--- src/rtl/pwm_capture_pkg.sv ---
// Shared types and constants for the PWM capture peripheral: FSM states,
// register addresses and STATUS/CTRL bit positions.
package pwm_capture_pkg;

   typedef enum logic [1:0] {
      ST_IDLE = 2'd0,
      ST_HIGH = 2'd1,
      ST_LOW  = 2'd2
   } state_e;

   localparam logic [1:0] ADDR_HIGH   = 2'd0;
   localparam logic [1:0] ADDR_PERIOD = 2'd1;
   localparam logic [1:0] ADDR_STATUS = 2'd2;
   localparam logic [1:0] ADDR_CTRL   = 2'd3;

   localparam int STATUS_VALID_BIT   = 0;
   localparam int STATUS_TIMEOUT_BIT = 1;
   localparam int STATUS_PWM_BIT     = 2;
   localparam int CTRL_ENABLE_BIT    = 0;

endpackage

--- src/rtl/pwm_sync_edge.sv ---
// Two-flop synchronizer plus a delay stage for single-cycle rise/fall pulses
// on an asynchronous input.
module pwm_sync_edge (
   input  logic clk,
   input  logic reset_n,
   input  logic async_in,
   output logic sync_out,
   output logic rise,
   output logic fall
);

   logic meta_q, meta_d;
   logic sync_q, sync_d;
   logic dly_q, dly_d;

   always_comb begin
      meta_d = async_in;
      sync_d = meta_q;
      dly_d  = sync_q;
   end

   always_ff @(posedge clk or negedge reset_n) begin
      if (!reset_n) begin
         meta_q <= 1'b0;
         sync_q <= 1'b0;
         dly_q  <= 1'b0;
      end else begin
         meta_q <= meta_d;
         sync_q <= sync_d;
         dly_q  <= dly_d;
      end
   end

   assign sync_out = sync_q;
   assign rise     = sync_q & ~dly_q;
   assign fall     = ~sync_q & dly_q;

endmodule

--- src/rtl/pwm_capture.sv ---
// Avalon-MM PWM capture: measures high time and period of pwm_in in clock
// cycles, with timeout detection and a coherent HIGH/PERIOD read pair.
module pwm_capture
   import pwm_capture_pkg::*;
#(
   parameter int CNT_W   = 24,
   parameter int TIMEOUT = 5_000_000
) (
   input  logic        clk,
   input  logic        reset_n,
   input  logic [1:0]  address,
   input  logic        read,
   output logic [31:0] readdata,
   input  logic        write,
   input  logic [31:0] writedata,
   input  logic        pwm_in
);

   localparam int TW = $clog2(TIMEOUT + 1);
   localparam logic [TW-1:0]    TO_LAST = TW'(TIMEOUT - 1);
   localparam logic [CNT_W-1:0] CNT_MAX = '1;
   localparam logic [CNT_W-1:0] CNT_ONE = CNT_W'(1);

   logic pwm_s, rise, fall;

   pwm_sync_edge u_sync (
      .clk      (clk),
      .reset_n  (reset_n),
      .async_in (pwm_in),
      .sync_out (pwm_s),
      .rise     (rise),
      .fall     (fall)
   );

   state_e            state_q, state_d;
   logic [CNT_W-1:0]  hcnt_q, hcnt_d;
   logic [CNT_W-1:0]  pcnt_q, pcnt_d;
   logic [CNT_W-1:0]  h_hold_q, h_hold_d;
   logic [CNT_W-1:0]  high_q, high_d;
   logic [CNT_W-1:0]  period_q, period_d;
   logic [CNT_W-1:0]  shadow_q, shadow_d;
   logic [TW-1:0]     tcnt_q, tcnt_d;
   logic              valid_q, valid_d;
   logic              timeout_q, timeout_d;
   logic              enable_q, enable_d;
   logic [31:0]       readdata_q, readdata_d;

   logic              valid_set, timeout_set, tcnt_expire;
   logic [CNT_W-1:0]  hcnt_inc, pcnt_inc;
   logic              unused_wdata;

   assign unused_wdata = ^writedata[31:2];

   // Counters saturate at all-ones rather than wrapping.
   assign hcnt_inc    = (hcnt_q == CNT_MAX) ? hcnt_q : hcnt_q + CNT_ONE;
   assign pcnt_inc    = (pcnt_q == CNT_MAX) ? pcnt_q : pcnt_q + CNT_ONE;
   assign tcnt_expire = !(rise || fall) && (tcnt_q == TO_LAST);

   always_comb begin
      state_d     = state_q;
      hcnt_d      = hcnt_q;
      pcnt_d      = pcnt_q;
      h_hold_d    = h_hold_q;
      high_d      = high_q;
      period_d    = period_q;
      tcnt_d      = tcnt_q;
      valid_set   = 1'b0;
      timeout_set = 1'b0;

      case (state_q)
         ST_IDLE: begin
            if (enable_q && rise) begin
               hcnt_d  = CNT_ONE;
               pcnt_d  = CNT_ONE;
               tcnt_d  = '0;
               state_d = ST_HIGH;
            end
         end
         ST_HIGH: begin
            if (!enable_q) begin
               state_d = ST_IDLE;
            end else if (tcnt_expire) begin
               timeout_set = 1'b1;
               high_d      = '0;
               period_d    = '0;
               tcnt_d      = '0;
               state_d     = ST_IDLE;
            end else if (fall) begin
               h_hold_d = hcnt_q;
               pcnt_d   = pcnt_inc;
               tcnt_d   = '0;
               state_d  = ST_LOW;
            end else begin
               hcnt_d = hcnt_inc;
               pcnt_d = pcnt_inc;
               tcnt_d = tcnt_q + TW'(1);
            end
         end
         ST_LOW: begin
            if (!enable_q) begin
               state_d = ST_IDLE;
            end else if (tcnt_expire) begin
               timeout_set = 1'b1;
               high_d      = '0;
               period_d    = '0;
               tcnt_d      = '0;
               state_d     = ST_IDLE;
            end else if (rise) begin
               high_d    = h_hold_q;
               period_d  = pcnt_q;
               valid_set = 1'b1;
               hcnt_d    = CNT_ONE;
               pcnt_d    = CNT_ONE;
               tcnt_d    = '0;
               state_d   = ST_HIGH;
            end else begin
               pcnt_d = pcnt_inc;
               tcnt_d = tcnt_q + TW'(1);
            end
         end
         default: state_d = ST_IDLE;
      endcase
   end

   // Hardware sets are applied after W1C so a same-cycle set wins.
   always_comb begin
      readdata_d = '0;
      shadow_d   = shadow_q;
      enable_d   = enable_q;
      valid_d    = valid_q;
      timeout_d  = timeout_q;

      if (write) begin
         case (address)
            ADDR_STATUS: begin
               if (writedata[STATUS_VALID_BIT])   valid_d   = 1'b0;
               if (writedata[STATUS_TIMEOUT_BIT]) timeout_d = 1'b0;
            end
            ADDR_CTRL: enable_d = writedata[CTRL_ENABLE_BIT];
            default: ;
         endcase
      end
      if (valid_set)   valid_d   = 1'b1;
      if (timeout_set) timeout_d = 1'b1;

      if (read) begin
         case (address)
            ADDR_HIGH: begin
               readdata_d = 32'(high_q);
               shadow_d   = period_q;
            end
            ADDR_PERIOD: readdata_d = 32'(shadow_q);
            ADDR_STATUS: begin
               readdata_d[STATUS_VALID_BIT]   = valid_q;
               readdata_d[STATUS_TIMEOUT_BIT] = timeout_q;
               readdata_d[STATUS_PWM_BIT]     = pwm_s;
            end
            default: readdata_d[CTRL_ENABLE_BIT] = enable_q;
         endcase
      end
   end

   always_ff @(posedge clk or negedge reset_n) begin
      if (!reset_n) begin
         state_q    <= ST_IDLE;
         hcnt_q     <= '0;
         pcnt_q     <= '0;
         h_hold_q   <= '0;
         high_q     <= '0;
         period_q   <= '0;
         shadow_q   <= '0;
         tcnt_q     <= '0;
         valid_q    <= 1'b0;
         timeout_q  <= 1'b0;
         enable_q   <= 1'b0;
         readdata_q <= '0;
      end else begin
         state_q    <= state_d;
         hcnt_q     <= hcnt_d;
         pcnt_q     <= pcnt_d;
         h_hold_q   <= h_hold_d;
         high_q     <= high_d;
         period_q   <= period_d;
         shadow_q   <= shadow_d;
         tcnt_q     <= tcnt_d;
         valid_q    <= valid_d;
         timeout_q  <= timeout_d;
         enable_q   <= enable_d;
         readdata_q <= readdata_d;
      end
   end

   assign readdata = readdata_q;

endmodule

--- config.mk ---
export PLATFORM = sky130hd
export DESIGN_NAME = pwm_capture
export DESIGN_NICKNAME = d
export VERILOG_FILES = /design/src/rtl/pwm_capture_pkg.sv /design/src/rtl/pwm_sync_edge.sv /design/src/rtl/pwm_capture.sv
export SDC_FILE = /design/constraint.sdc
export NUM_CORES = 1
export LEC_CHECK = 0
export BUFFER_PORTS_ARGS = -buffer_cell sky130_fd_sc_hd__buf_2
export CORE_ASPECT_RATIO = 0.7
export CORE_UTILIZATION = 46
export CTS_CLUSTER_DIAMETER = 150
export DETAILED_ROUTE_END_ITERATION = 10
export PLACE_DENSITY = 0.67
export SLEW_MARGIN = 20
export SYNTH_ARGS = -nofsm -noshare
export SYNTH_HDL_FRONTEND = slang
export SYNTH_SLANG_ARGS = --single-unit
--- constraint.sdc ---
create_clock -name clk -period 3.9 [get_ports clk]
set_input_delay 0 -clock clk [delete_from_list [all_inputs] [get_ports clk]]
set_output_delay 0 -clock clk [all_outputs]
set_load 0.005 [all_outputs]
==> qor.csv <==
stage;metric;value;unit
run_status;status;finished, final reports clean;
sta;max_slew_margin;22.4;%
yosys;synth_top_cell_by_area;sky130_fd_sc_hd__dfrtp_1;
sta;unrepaired_setup_endpoints_after_global_routing;no;
sta;fin_tns_setup;0;ps
clock_tree;clock_path_buffers;2;
critical_path;rr_endpoint;hcnt_q[20];
routing;vias;6656;
floorplanning;rows;42;
yosys;post_synth_num_cell_types;62;
yosys;synth-seq-cells;199;
global_route;grt_first_pass_wirelength;33.7;mm
global_route;leftover_overflow_at_the_end_of_global_routing;0;
global_route;grt_max_degree;110;
critical_path;critical-path-max-stage-delay;930;ps
yosys;post_synth.cell_area_avg;11.3;µm²
yosys;synth-async-reset-ratio;100;%
yosys;synth-main-ff-cell;sky130_fd_sc_hd__dfrtp_1;
clock_tree;clk-insertion-delay-late;450;ps
cells_and_area;area.growth.synth_to_final;11.5;%
placed_design;placement.io_buffers;32;
routing;wire_per_inst;18.5;µm
global_route;grt.met2_usage;29.0;%
critical_path;arr_time_crit_path;3470;ps
yosys;synth_enable_flop_cells;0;
cells_and_area;layout_commonest_cell;sky130_fd_sc_hd__dfrtp_1;
yosys;yosysWarningCount;0;
clock_tree;clk_tree_root_cell;sky130_fd_sc_hd__clkbuf_16;
floorplanning;die-area;20400;µm²
sta;layout_worst_path_cycle_share;80.6;%
placed_design;finalWeightedCongestion;0.823;
critical_path;slowest_cell_on_the_critical_path;sky130_fd_sc_hd__a41oi_1;
yosys;largest_family_of_logic_cells_by_synthesized_area;compound AO/OA/AOI/OAI gates;
critical_path;critical_path_class;reg -> reg;
cells_and_area;proportion_of_layout_cells_with_a_drive_suffix_above_1;17.0;%
power;cellPowerDensity;481;nW/µm²
sta;final.setup_skew;9.86;ps
routing;via_cell_ratio;6.01;
global_route;gr-max-usage-layer;met1;
yosys;synthXorXnorAreaFrac;1.15;%
critical_path;critPathTopFamily;compound AO/OA/AOI/OAI gates;
yosys;synth.top_cell.area_share;54.5;%
routing;route.final.wire_length;20.4;mm
power;ir_worst_vdd;0.465;mV
global_route;met3_resource_use_gr;5.41;%
yosys;synth_area;9140;µm²
power;power.static_leakage;4.65;nW
yosys;post_synth_main_area_contributors;sky130_fd_sc_hd__dfrtp_1, sky130_fd_sc_hd__a22o_1, sky130_fd_sc_hd__mux2_2, sky130_fd_sc_hd__o21ai_0, sky130_fd_sc_hd__nand2_1;
floorplanning;starting_density;47.7;%
sta;finalWorstPathRequiredPeriod;3140;ps
global_route;grt_pass1_vias;6172;
cells_and_area;finalInstanceArea;10200;µm²
yosys;fraction_of_the_mapped_netlist_area_in_simple_logic_gates;14.9;%
clock_tree;post_cts_resized;0;
worst_hold_path;timing.hold.worst_endpoint;readdata[1];
worst_hold_path;min_path_type;in -> reg;
sta;finalMaxSlewViolations;0;
routing;dr.first_iter.drc_count;748;
sta;report.final.setup_viol;0;
floorplanning;die-width;170;µm
critical_path;worstPathBufferInverterCount;1;
floorplanning;coreArea;19200;µm²
critical_path;rr_startpoint;state_q[1];
cells_and_area;total_number_of_nets_in_the_final_design;878;
yosys;post_synth_mux_area_share;6.50;%
routing;drt_first_pass_iters;8;
clock_tree;cts.clk_slew.worst_paths;70;ps
placed_design;placed_area;9510;µm²
global_route;global_route.usage.met1;33.7;%
worst_hold_path;start_point_of_the_worst_hold_path;address[0];
critical_path;path_max_fanout;12;
yosys;yosys.area_share.adder;1.23;%
yosys;ys_seq_area_share;54.5;%
critical_path;setup.worst_path.start_class;flop;
clock_tree;cts_num_sinks;199;
floorplanning;dieHeight;120;µm
clock_tree;cts-buffers-inserted;17;
yosys;netlist_instances;808;
critical_path;cp_data_required_time;4230;ps
floorplanning;io_pins;71;
routing;remaining_drc_errors;0;
placed_design;place.detailed.hpwl;13.1;mm
global_route;grt_antenna_before_repair;0;
sta;hold_viol_final;0;
sta;max_clock_freq;318;MHz
critical_path;crit_path_cell_chain;inv_1 -> ha_1 -> or3_1 -> o2111ai_1 -> a41oi_1 -> nand3_1 -> o41ai_1;
critical_path;setup.worst_path.end_class;flop;
critical_path;reg2reg_depth;7;
sta;worst_pin_slew;1150;ps
worst_hold_path;min_delay_path_depth;4;
clock_tree;tritoncts;yes;
cells_and_area;layout_common_cells;sky130_fd_sc_hd__dfrtp_1, sky130_fd_sc_hd__a22o_1, sky130_fd_sc_hd__nand2_1, sky130_fd_sc_hd__mux2_2, sky130_fd_sc_hd__o21ai_0;
cells_and_area;antenna_cells_inserted;0;
yosys;synth-compound-area-share;18.0;%
routing;drt.antenna.violating_nets;0;
job;max_cap_viol_count;0;
critical_path;worst-r2r-setup-slack;760;ps
clock_tree;level_count_of_the_clock_h_tree;4;
global_route;grt_use_total;21.5;%
[where the power goes]
group	switching, mW	internal, mW
combinational	0.727	0.251
sequential	0.0621	2.11
clock	0.883	0.860
[logic make-up (layout without fill, tap and decap cells)]
group	after synthesis	count (layout)
AOI/OAI and AO/OA	227	227
xor gates and xnor gates	12	12
adders and majority gates	9	9
buffers and inverters	69	97
DFF	199	199
muxes	52	52
other	1	8
and+or+nand+nor	239	239
[through the flow]
step           cells  hold slack (ps)  total power, mW  utilization, %  setup WS [ps]
5_1_grt         1107              136             5.14            53.1            521
6_report        1107              111             4.90            53.1            756
4_1_cts         1107             92.0             4.93            53.1            820
2_1_floorplan    815             -296             2.90               -           1540
3_5_place_dp    1066              109             3.18            49.6            826
3_3_place_gp    1066              110             3.17            49.6            851
[synthesized netlist by cell type (6+ instances only)]
cell type / number
sky130_fd_sc_hd__nor2_1: 32
sky130_fd_sc_hd__and4_1: 6
sky130_fd_sc_hd__a31oi_1: 20
sky130_fd_sc_hd__o211ai_1: 9
sky130_fd_sc_hd__nor2b_1: 6
sky130_fd_sc_hd__dfrtp_1: 199
sky130_fd_sc_hd__ha_1: 9
sky130_fd_sc_hd__or3_1: 13
sky130_fd_sc_hd__o21ai_0: 39
sky130_fd_sc_hd__buf_2: 12
sky130_fd_sc_hd__clkbuf_1: 34
sky130_fd_sc_hd__or4_1: 18
sky130_fd_sc_hd__a22o_1: 73
sky130_fd_sc_hd__o31ai_1: 23
sky130_fd_sc_hd__a21oi_1: 27
sky130_fd_sc_hd__xor2_1: 12
sky130_fd_sc_hd__buf_4: 9
sky130_fd_sc_hd__nand4_1: 25
sky130_fd_sc_hd__and3_1: 20
sky130_fd_sc_hd__nand2_1: 49
sky130_fd_sc_hd__a41oi_1: 9
sky130_fd_sc_hd__nor3_1: 10
sky130_fd_sc_hd__nand3_1: 29
sky130_fd_sc_hd__mux2_2: 49
sky130_fd_sc_hd__inv_1: 11
[layer usage]
metal  share of wire (%)  vias to the layer above
li1                    -                     3122
met1                  52                     3291
met2                  41                      218
met3                 5.7                       25
met4                 1.2                        0
met5                   0                        -
[tightest hold or removal path: cells and delay by family]
kind / cells / cell delay (ps)
compound gates: 1 / 120
simple gates: 1 / 120
buf+inv: 1 / 180
mux: 1 / 100
[how the worst max path moves through the flow]
stage / startpoint / to / slack [ps] / cells after the start
after CTS: state_q[1] / hcnt_q[20] / 820 / 7
after detailed placement: state_q[1] / hcnt_q[20] / 830 / 7
after global routing: state_q[1] / hcnt_q[11] / 520 / 7
after floorplan: state_q[0] / pcnt_q[17] / 1540 / 9
final: state_q[1] / hcnt_q[20] / 760 / 7
after global placement: state_q[1] / hcnt_q[20] / 850 / 7
[repair_timing]
| item | 4_1_cts | 5_1_grt |
|---|---|---|
| endpoints found under the hold margin | 115 | 0 |
| hold buffers | 9 | 0 |
| setup buffers | 0 | 0 |
[cell type report]
| cell class | instances | area [µm²] |
|---|---|---|
| multi-input cells | 547 | 3890 |
| inverters | 11 | 41.3 |
| repair buffers | 54 | 369 |
| clock buffers | 17 | 425 |
| flip-flops and latches | 199 | 4980 |
| clock inverters | 15 | 154 |
| fillers | 1674 | 8990 |
| well taps | 264 | 330 |
[sequential cells by signal, summed over array words and instances, names as in the netlist]
name / flops
high_q: 24
readdata: 24
state_q: 2
valid_q: 1
enable_q: 1
period_q: 24
u_sync.sync_out: 1
timeout_q: 1
tcnt_q: 23
pcnt_q: 24
h_hold_q: 24
u_sync.dly_q: 1
shadow_q: 24
u_sync.meta_q: 1
hcnt_q: 24
No activity file was read; power rests on OpenSTA's default activity.
